<file path="config.mk">
export PLATFORM = sky130hd
export DESIGN_NAME = ahfp_norm48
export DESIGN_NICKNAME = d
export VERILOG_FILES = /design/src/rtl/ahfp_pkg.sv /design/src/rtl/ahfp_lzd48.sv /design/src/rtl/ahfp_round_pack.sv /design/src/rtl/ahfp_norm48.sv
export SDC_FILE = /design/constraint.sdc
export NUM_CORES = 1
export LEC_CHECK = 0
export ABC_AREA = 1
export CAP_MARGIN = 20
export CORE_MARGIN = 2
export CORE_UTILIZATION = 53
export CTS_CLUSTER_DIAMETER = 80
export DETAILED_ROUTE_END_ITERATION = 6
export PLACE_DENSITY = 0.83
export SKIP_LAST_GASP = 1
export SYNTH_ARGS = -nofsm -noshare
export SYNTH_HDL_FRONTEND = slang
export SYNTH_SLANG_ARGS = --single-unit
</file>
<file path="constraint.sdc">
create_clock -name clk -period 3.38 [get_ports clk]
set_clock_uncertainty 0.1 [all_clocks]
set_input_delay 0.507 -clock clk [delete_from_list [all_inputs] [get_ports clk]]
set_output_delay 0.507 -clock clk [all_outputs]
set_load 0.05 [all_outputs]
</file>
<file path="src/rtl/ahfp_pkg.sv">
// rtl/ahfp_pkg.sv - shared widths, constants and stage payload type for the ahfp datapath
package ahfp_pkg;
    localparam int AHFP_MW   = 48;
    localparam int AHFP_EW   = 8;
    localparam int AHFP_FW   = 23;
    localparam int AHFP_XW   = 10;
    localparam int AHFP_LZW  = 6;
    localparam int AHFP_BIAS = 127;
    localparam int AHFP_EMAX = 255;

    // exp is carried one bit wider than the input so stage 2 can hold in_exp + 1 - lz
    typedef struct packed {
        logic                 sign;
        logic [AHFP_XW:0]     exp;
        logic [AHFP_MW-1:0]   mant;
        logic                 zero;
    } stage_t;
endpackage

</file>
<file path="src/rtl/ahfp_lzd48.sv">
// rtl/ahfp_lzd48.sv - leading-zero count of a 48-bit mantissa (47 when the input is zero)
module ahfp_lzd48
    import ahfp_pkg::*;
(
    input  logic [AHFP_MW-1:0]  i_mant,
    output logic [AHFP_LZW-1:0] o_lz
);
    always_comb begin
        o_lz = 6'd47;
        for (int i = 0; i < AHFP_MW; i++) begin
            if (i_mant[i]) begin
                o_lz = 6'(47 - i);
            end
        end
    end
endmodule

</file>
<file path="src/rtl/ahfp_round_pack.sv">
// rtl/ahfp_round_pack.sv - round-to-nearest-even and single-precision packing of a normalised mantissa
module ahfp_round_pack
    import ahfp_pkg::*;
(
    input  logic                i_sign,
    input  logic [AHFP_XW:0]    i_exp,
    input  logic [AHFP_MW-1:0]  i_mant,
    input  logic                i_zero,
    output logic                o_sign,
    output logic [AHFP_EW-1:0]  o_exp,
    output logic [AHFP_FW-1:0]  o_frac,
    output logic                o_zero,
    output logic                o_uflow,
    output logic                o_oflow
);
    logic                w_guard;
    logic                w_sticky;
    logic                w_rnd;
    logic                w_carry;
    logic [AHFP_FW-1:0]  w_frac;
    logic [AHFP_XW:0]    w_e;

    assign w_guard  = i_mant[23];
    assign w_sticky = |i_mant[22:0];
    assign w_rnd    = w_guard & (w_sticky | i_mant[24]);
    // the hidden bit is n[47]; an all-ones kept field wraps the fraction to zero on carry-out
    assign w_carry  = (&i_mant[47:24]) & w_rnd;
    assign w_frac   = i_mant[46:24] + {22'd0, w_rnd};
    assign w_e      = i_exp + {10'd0, w_carry};

    always_comb begin
        o_sign  = i_sign;
        o_exp   = '0;
        o_frac  = '0;
        o_zero  = 1'b0;
        o_uflow = 1'b0;
        o_oflow = 1'b0;
        if (i_zero) begin
            o_zero = 1'b1;
        end else if ($signed(w_e) >= $signed(11'(AHFP_EMAX))) begin
            o_exp   = 8'(AHFP_EMAX);
            o_oflow = 1'b1;
        end else if ($signed(w_e) <= $signed(11'd0)) begin
            o_uflow = 1'b1;
        end else begin
            o_exp  = w_e[7:0];
            o_frac = w_frac;
        end
    end
endmodule

</file>
<file path="src/rtl/ahfp_norm48.sv">
// rtl/ahfp_norm48.sv - three-stage normalise/round/pack pipeline with a global valid/ready stall
module ahfp_norm48
    import ahfp_pkg::*;
#(
    parameter int MW = AHFP_MW,
    parameter int EW = AHFP_EW,
    parameter int FW = AHFP_FW,
    parameter int XW = AHFP_XW
) (
    input  logic          clk,
    input  logic          rst_n,
    input  logic          in_valid,
    output logic          in_ready,
    input  logic          in_sign,
    input  logic [XW-1:0] in_exp,
    input  logic [MW-1:0] in_mant,
    output logic          out_valid,
    input  logic          out_ready,
    output logic          out_sign,
    output logic [EW-1:0] out_exp,
    output logic [FW-1:0] out_frac,
    output logic          out_zero,
    output logic          out_uflow,
    output logic          out_oflow
);
    logic                w_en;
    logic [AHFP_LZW-1:0] w_lz;
    logic [AHFP_XW:0]    w_s2_exp;
    logic [AHFP_MW-1:0]  w_s2_mant;

    logic                w_rp_sign;
    logic [AHFP_EW-1:0]  w_rp_exp;
    logic [AHFP_FW-1:0]  w_rp_frac;
    logic                w_rp_zero;
    logic                w_rp_uflow;
    logic                w_rp_oflow;

    stage_t              r_s1;
    logic [AHFP_LZW-1:0] r_s1_lz;
    logic                r_s1_valid;
    stage_t              r_s2;
    logic                r_s2_valid;

    logic                r_out_valid;
    logic                r_out_sign;
    logic [EW-1:0]       r_out_exp;
    logic [FW-1:0]       r_out_frac;
    logic                r_out_zero;
    logic                r_out_uflow;
    logic                r_out_oflow;

    // whole pipe freezes while a result is held, so bubbles keep their slots
    assign w_en     = !r_out_valid | out_ready;
    assign in_ready = w_en;

    ahfp_lzd48 u_lzd (
        .i_mant (in_mant),
        .o_lz   (w_lz)
    );

    assign w_s2_mant = r_s1.mant << r_s1_lz;
    assign w_s2_exp  = r_s1.exp + 11'd1 - {5'd0, r_s1_lz};

    ahfp_round_pack u_round_pack (
        .i_sign  (r_s2.sign),
        .i_exp   (r_s2.exp),
        .i_mant  (r_s2.mant),
        .i_zero  (r_s2.zero),
        .o_sign  (w_rp_sign),
        .o_exp   (w_rp_exp),
        .o_frac  (w_rp_frac),
        .o_zero  (w_rp_zero),
        .o_uflow (w_rp_uflow),
        .o_oflow (w_rp_oflow)
    );

    always_ff @(posedge clk or negedge rst_n) begin
        if (!rst_n) begin
            r_s1_valid  <= 1'b0;
            r_s1        <= '0;
            r_s1_lz     <= '0;
            r_s2_valid  <= 1'b0;
            r_s2        <= '0;
            r_out_valid <= 1'b0;
            r_out_sign  <= 1'b0;
            r_out_exp   <= '0;
            r_out_frac  <= '0;
            r_out_zero  <= 1'b0;
            r_out_uflow <= 1'b0;
            r_out_oflow <= 1'b0;
        end else if (w_en) begin
            r_s1_valid  <= in_valid;
            r_s1.sign   <= in_sign;
            r_s1.exp    <= {in_exp[XW-1], in_exp};
            r_s1.mant   <= in_mant;
            r_s1.zero   <= (in_mant == '0);
            r_s1_lz     <= w_lz;

            r_s2_valid  <= r_s1_valid;
            r_s2.sign   <= r_s1.sign;
            r_s2.exp    <= w_s2_exp;
            r_s2.mant   <= w_s2_mant;
            r_s2.zero   <= r_s1.zero;

            r_out_valid <= r_s2_valid;
            r_out_sign  <= w_rp_sign;
            r_out_exp   <= w_rp_exp;
            r_out_frac  <= w_rp_frac;
            r_out_zero  <= w_rp_zero;
            r_out_uflow <= w_rp_uflow;
            r_out_oflow <= w_rp_oflow;
        end
    end

    assign out_valid = r_out_valid;
    assign out_sign  = r_out_sign;
    assign out_exp   = r_out_exp;
    assign out_frac  = r_out_frac;
    assign out_zero  = r_out_zero;
    assign out_uflow = r_out_uflow;
    assign out_oflow = r_out_oflow;
endmodule
</file>
==> results.md, run 1 <==
* Crit path cell chain: inv_2 > nor3_2 > inv_1 > nor2_2 > nand3_1 > nor4_1 > buf_4 > ha_4 > nand3_2 > inv_2 > nand4_1 > nor2_2 > nand2_1 > xor2_1 > nand2_1 > a31oi_1 > nor2_1 > nor2_1 > nand2_2 > buf_12 > o21ai_1
* Max FO, Critical Path at 20
* Yosys warnings at 0
* CTS tree: built
* Period Utilization, post-route at 95.2%
* Final WL at 26.3 mm
* Worst path bufs/invs at 5
* First-pass GRT wire length at 43.2 mm
* Synth async-reset ratio at 100%
* Top delay family on crit path: simple AND/OR/NAND/NOR gates
* RSZ-0062 raised after global routing: yes
* Row count at 50
* Syn avg cell area at 7.06 um^2
* Hold EP: r_s1[2]
* Util after Layout at 64.8%
* Max clock buf depth at 2
* Synth Register Bits at 165
* Cts bufs inserted at 17
* Minimum clock period at 3220 ps
* Synth unique cells at 36
* # port buffers at 99
* Initial antenna violation count at 0
* Met2 Usage GRT at 44.1%
* Clk sinks at 165
* Syn Inst Count at 1439
* IR drop worst, VDD at 0.419 mV
* Worst path arrival time at 3480 ps
* R2R Path End: out_frac[13]
* Io pins at 100
* Worst Tran Pin Value at 738 ps
* Highest-count cells in the layout ignoring fill and taps: nand2_1, dfrtp_1, o21ai_0
* Leak Pwr at 5.85 nW
* Cell at the slowest stage of the critical path: dfrtp_1
* Slew Viols, Final at 0
* Worst hold-check path type: input port to flip-flop
* Full die area at 20300 um^2
* Worst R2R Setup Slack at 160 ps
* Gr busiest metal: met2
* Pin count of the biggest net entering global routing at 95
* Die height at 142 um
* Starting Density at 54.1%
* Hold Path Stages at 4
* Crit-path max cell delay at 360 ps
* Syn nets at 1521
* Area of the core at 18800 um^2
* Fmax at 311 MHz
* Worst setup SP type: flip-flop
* Post-synth EDFFs at 0
* FF-to-FF Start: r_s2[39]
* Tot GR Track Use at 26.7%
* Synthesized area at 10200 um^2
* Crit path kind: flip-flop to flip-flop
* Worst reg-to-reg path cell count at 21
* Post-synth top flop: dfrtp_1
* Relative max-transition margin at 50.8%
* Clock Latency Late Sink at 440 ps
* Status: complete, no violations
* Hold_sp: in_mant[1]
* Layout cells sized above 1 at 6.80%
* Grt total ovfl at 0
* Die X at 142 um
* Via count at 9708
* Fill cells at 1700
* Drt drc at 0
* Area growth syn-to-layout at 19.7%
* Placer Congestion at 0.926
* Final Setup Violations at 0
* Vias in the first global route at 8991
* Pwr dens at 798 nW/um^2
* Worst path required time at 3640 ps
* Most common cell after layout, fill and taps aside: nand2_1
* M3 GR Usage at 4.27%
* Crit. End Element: flip-flop
* Clock Tree Root: clkbuf_16
* DR iter-0 viols at 845
* DPL Wire Length at 19.3 mm
* Final ANT Viol Nets at 0
* Max-cap check violation count at 0
* Setup WS pre-CTS at -130 ps
* Final setup margin at 161 ps
* Ant. Diodes at 0
* NumNets Final at 1599
* Avg WL per Cell at 14.9 um
* First-pass DRT Iterations at 6
* Vias/cell at 5.50
* Seq/Total Area, Yosys at 40.6%
* GR Layer Usage met1 at 35.7%
* Htree depth at 4
* Clk slew on worst S/H paths at 60 ps
* Fin. Hold Viols at 0
[metal layers]
metal  vias up  wire length, um
li1       4867                -
met1      4500            11800
met2       305            12400
met3        36             1450
met4         0              668
met5         -                0
[Yosys cell counts, drive strengths merged (2+ instances only)]
library cell | number | area share, %
xnor2 | 4 | 0.34
o21ai | 212 | 10
a21oi | 35 | 1.7
nand4 | 6 | 0.37
a22o | 4 | 0.34
buf | 15 | 0.62
bufinv | 7 | 1.2
a31oi | 8 | 0.49
nand3 | 80 | 3.9
a22oi | 6 | 0.44
mux2i | 17 | 1.7
xor2 | 25 | 2.2
a32o | 6 | 0.59
ha | 18 | 2.2
or2 | 4 | 0.25
nor2 | 90 | 3.3
clkbuf | 64 | 2.4
dfrtp | 165 | 41
inv | 124 | 4.6
nand2 | 479 | 18
o31ai | 5 | 0.37
o22ai | 14 | 0.86
clkinv | 5 | 0.18
a211oi | 2 | 0.15
o211ai | 20 | 1.5
nor4 | 10 | 0.62
nor3 | 9 | 0.44
[stage by stage]
step	TNS [ps]	hold slack, ps	instance area, um^2	power (W)	instances
3_3_place_gp	-148	335	11400	0.00747	1728
5_1_grt	-1630	363	12200	0.0104	1764
6_report	0	318	12200	0.00971	1764
4_1_cts	0	357	12100	0.00964	1761
2_1_floorplan	0	111	10200	0.00617	1439
3_5_place_dp	-130	342	11400	0.00757	1728
[logic make-up (layout without fill, tap and decap cells)]
kind of cell,Yosys count,in the layout,synth area share [%]
simple gates,679,679,26.7
compound gates,315,315,17.1
buf+inv,215,306,8.95
flops,165,165,40.6
xor+xnor,29,29,2.50
fa+ha+maj,19,19,2.41
mux,17,17,1.67
[final cells by class]
cell class                 instances  area, um^2  area share [%]
tap                              234         293            2.41
clock inverter                    13         173            1.42
timing repair buffer             138        1340            11.0
inverter                         136         607            4.99
sequential                       165        4130            33.9
clock buffer                      19         443            3.64
multi-input combinational       1059        5180            42.6
[worst reg2reg max path: stages, from the launching register on]
cell and delay, ps:
dfrtp_1 360, inv_2 60, nor3_2 140, inv_1 80, nor2_2 180, nand3_1 90, nor4_1 220, buf_4 170
ha_4 140, nand3_2 100, inv_2 60, nand4_1 120, nor2_2 180, nand2_1 80, xor2_1 150, nand2_1 90
a31oi_1 160, nor2_1 70, nor2_1 170, nand2_2 110, buf_12 170, o21ai_1 130
[worst max-delay path by stage]
stage	cells past startpoint	from	endpoint
detailed placement	49	in_mant[2]	r_s1_lz[0]
global placement	48	in_mant[1]	r_s1_lz[0]
floorplan	19	r_s1_lz[2]	r_s2[58]
global route	21	r_s2[37]	out_frac[7]
finish	21	r_s2[39]	out_frac[13]
CTS	21	r_s2[39]	out_frac[13]
[sequential cells by signal, indices dropped and copies added (netlist names)]
register	flops
out_zero	1
out_sign	1
r_s1_valid	1
out_exp	8
out_uflow	1
out_oflow	1
r_s1_lz	6
out_frac	23
out_valid	1
r_s1	60
r_s2	61
r_s2_valid	1
[where the power goes]
group          internal [W]  switching, W  leakage [nW]
sequential          0.00270      0.000486          2.03
combinational       0.00154       0.00294          3.53
clock               0.00119      0.000846         0.292
[repair_timing]
action                     in CTS  in global routing
hold endpoints to repair       16                  0
setup endpoints to repair       0                 32
setup buffers                   0                  3
gates resized for setup         0                 19
hold buffers                    1                  0
(Power assumes the default switching activity.)
==> run 2: changes to the inputs <==
- RECOVER_POWER: default -> 100
- SKIP_CTS_REPAIR_TIMING: default -> 1
==> run 2 against run 1 <==
Net effect: the flow now finishes with violations (max-capacitance violations, max-slew violations); sequential share of layout area grew 0.20 points; register-to-register slack about the same; non-clock buffer count decreased by 1; wire length is essentially flat; core utilization fell by 0.38 points; critical path type unchanged; highest routed layer unchanged.
==> results.md, run 2 (same netlist as run 1, synthesis figures left out) <==
* Clock Latency Late Sink at 440 ps (about the same)
* Vias in the first global route at 8984 (was 8991)
* NumNets Final at 1598 (was 1599)
* Util after Layout at 64.4% (was 64.8%)
* Layout cells sized above 1 at 6.54% (was 6.80%)
* Fin. Hold Viols at 0 (unchanged)
* Pwr dens at 794 nW/um^2 (was 798 nW/um^2)
* Final Setup Violations at 0 (unchanged)
* Worst setup SP type: flip-flop (unchanged)
* Vias/cell at 5.50 (about the same)
* Die height at 142 um (unchanged)
* Pin count of the biggest net entering global routing at 95 (unchanged)
* Worst Tran Pin Value at 1820 ps (was 738 ps)
* Area growth syn-to-layout at 19.0% (was 19.7%)
* Max reg flops at 61 (unchanged)
* Crit. End Element: flip-flop (unchanged)
* RSZ-0062 raised after global routing: yes (unchanged)
* Htree depth at 4 (unchanged)
* Die X at 142 um (unchanged)
* Final WL at 26.3 mm (about the same)
* Leak Pwr at 5.89 nW (was 5.85 nW)
* First-pass DRT Iterations at 6 (unchanged)
* Worst path arrival time at 3470 ps (was 3480 ps)
* Most common cell after layout, fill and taps aside: nand2_1 (unchanged)
* Period Utilization, post-route at 95.0% (was 95.2%)
* Slew Viols, Final at 165 (was 0)
* DR iter-0 viols at 810 (was 845)
* Most flop-heavy register: r_s2 (unchanged)
* CTS tree: built (unchanged)
* IR drop worst, VDD at 0.416 mV (was 0.419 mV)
* Highest-count cells in the layout ignoring fill and taps: nand2_1, dfrtp_1, o21ai_0 (unchanged)
* # port buffers at 99 (unchanged)
* Worst hold-check path type: input port to flip-flop (unchanged)
* Status: finished with violations (was complete, no violations)
* Avg WL per Cell at 14.9 um (about the same)
* Fmax at 311 MHz (about the same)
* Worst path required time at 3640 ps (about the same)
* Hold_ws at 320 ps (was 318 ps)
* Clock Tree Root: clkbuf_16 (unchanged)
* Initial antenna violation count at 0 (unchanged)
* Tot GR Track Use at 26.7% (about the same)
* Full die area at 20300 um^2 (unchanged)
* Area of the core at 18800 um^2 (unchanged)
* Final ANT Viol Nets at 0 (unchanged)
* Ant. Diodes at 0 (unchanged)
* Relative max-transition margin at -21.6% (was 50.8%)
* TNS Setup at 0 ps (unchanged)
* Placer Congestion at 0.926 (unchanged)
* Starting Density at 54.1% (unchanged)
* Worst R2R Setup Slack at 170 ps (was 160 ps)
* Cts bufs inserted at 17 (unchanged)
* Drt drc at 0 (unchanged)
* Row count at 50 (unchanged)
* Grt total ovfl at 0 (unchanged)
* Minimum clock period at 3210 ps (was 3220 ps)
* Max FO, Critical Path at 20 (unchanged)
* Crit path kind: flip-flop to flip-flop (unchanged)
* Clk sinks at 165 (unchanged)
* DPL Wire Length at 19.3 mm (unchanged)
* Max clock buf depth at 2 (unchanged)
* Via count at 9698 (was 9708)
* First-pass GRT wire length at 43.2 mm (about the same)
* Failing checks: max-capacitance violations, max-slew violations
* Io pins at 100 (unchanged)
* Max-cap check violation count at 2 (was 0)
* Clk slew on worst S/H paths at 60 ps (about the same)
==> run 2: cell count changes in the layout (fill, tap and decap cells not counted), moves of 2 or more <==
cell	previous run	this run
buf_12	3	1
buf_4	36	30
clkbuf_1	1	3
clkbuf_2	0	7
clkdlybuf4s50_1	92	56
dlygate4sd3_1	1	36
o21ai_0	111	137
o21ai_1	100	74
or2_0	0	4
or2_1	4	0
==> run 2: worst paths after layout <==
kind / startpoint / endpoint / depth (start not counted)
setup / recovery: r_s2[39] / out_frac[13] / 21
hold / removal: in_mant[1] / r_s1[2] / 4
setup reg to reg: r_s2[39] / out_frac[13] / 21
hold reg to reg: r_s2_valid / out_valid / 2
max in group asynchronous: rst_n / r_s1[29] / 2
min in group asynchronous: rst_n / out_exp[3] / 1
==> run 2: worst max-delay path: stages (launching register included) <==
cell     delay, ps
dfrtp_1        360
inv_2           60
nor3_2         140
inv_1           80
nor2_2         180
nand3_1         90
nor4_1         220
buf_4          180
ha_4           140
nand3_2        100
inv_2           60
nand4_1        120
nor2_2         170
nand2_1         80
xor2_1         150
nand2_1         90
a31oi_1        160
nor2_1          70
nor2_1         170
nand2_2        110
buf_12         170
o21ai_1        130
==> run 2: per-stage QoR <==
stage / instance area (um^2) / power, W / instances / setup slack, ps
floorplan: 10200 / 0.00617 / 1439 / 122
global placement: 11400 / 0.00747 / 1728 / -148
detailed placement: 11400 / 0.00757 / 1728 / -130
CTS: 12100 / 0.00964 / 1760 / 94.3
global route: 12100 / 0.0103 / 1763 / -106
finish: 12100 / 0.00960 / 1763 / 167
==> run 2: final cells by class <==
cell class | count | area, um^2
Multi-Input combinational cell | 1059 | 5180
Clock buffer | 19 | 443
Timing Repair Buffer | 137 | 1270
Tap cell | 234 | 293
Clock inverter | 13 | 173
Inverter | 136 | 607
Fill cell | 1707 | 6680
Sequential cell | 165 | 4130
==> run 2: power by group <==
group / leakage (nW) / total (W) / switching, W / internal [W]
Clock: 0.292 / 0.00204 / 0.000848 / 0.00119
Combinational: 3.57 / 0.00438 / 0.00292 / 0.00146
Sequential: 2.03 / 0.00318 / 0.000479 / 0.00270
Total: 5.89 / 0.00960 / 0.00425 / 0.00536
==> run 2: metal layers <==
layer | vias up | track usage (%) | routed length [um]
met1 | 4507 | 35.7 | 11900
li1 | 4869 | - | -
met2 | 283 | 44.1 | 12500
met4 | 0 | 9.38 | 667
met3 | 39 | 4.27 | 1260
met5 | - | 0 | 0
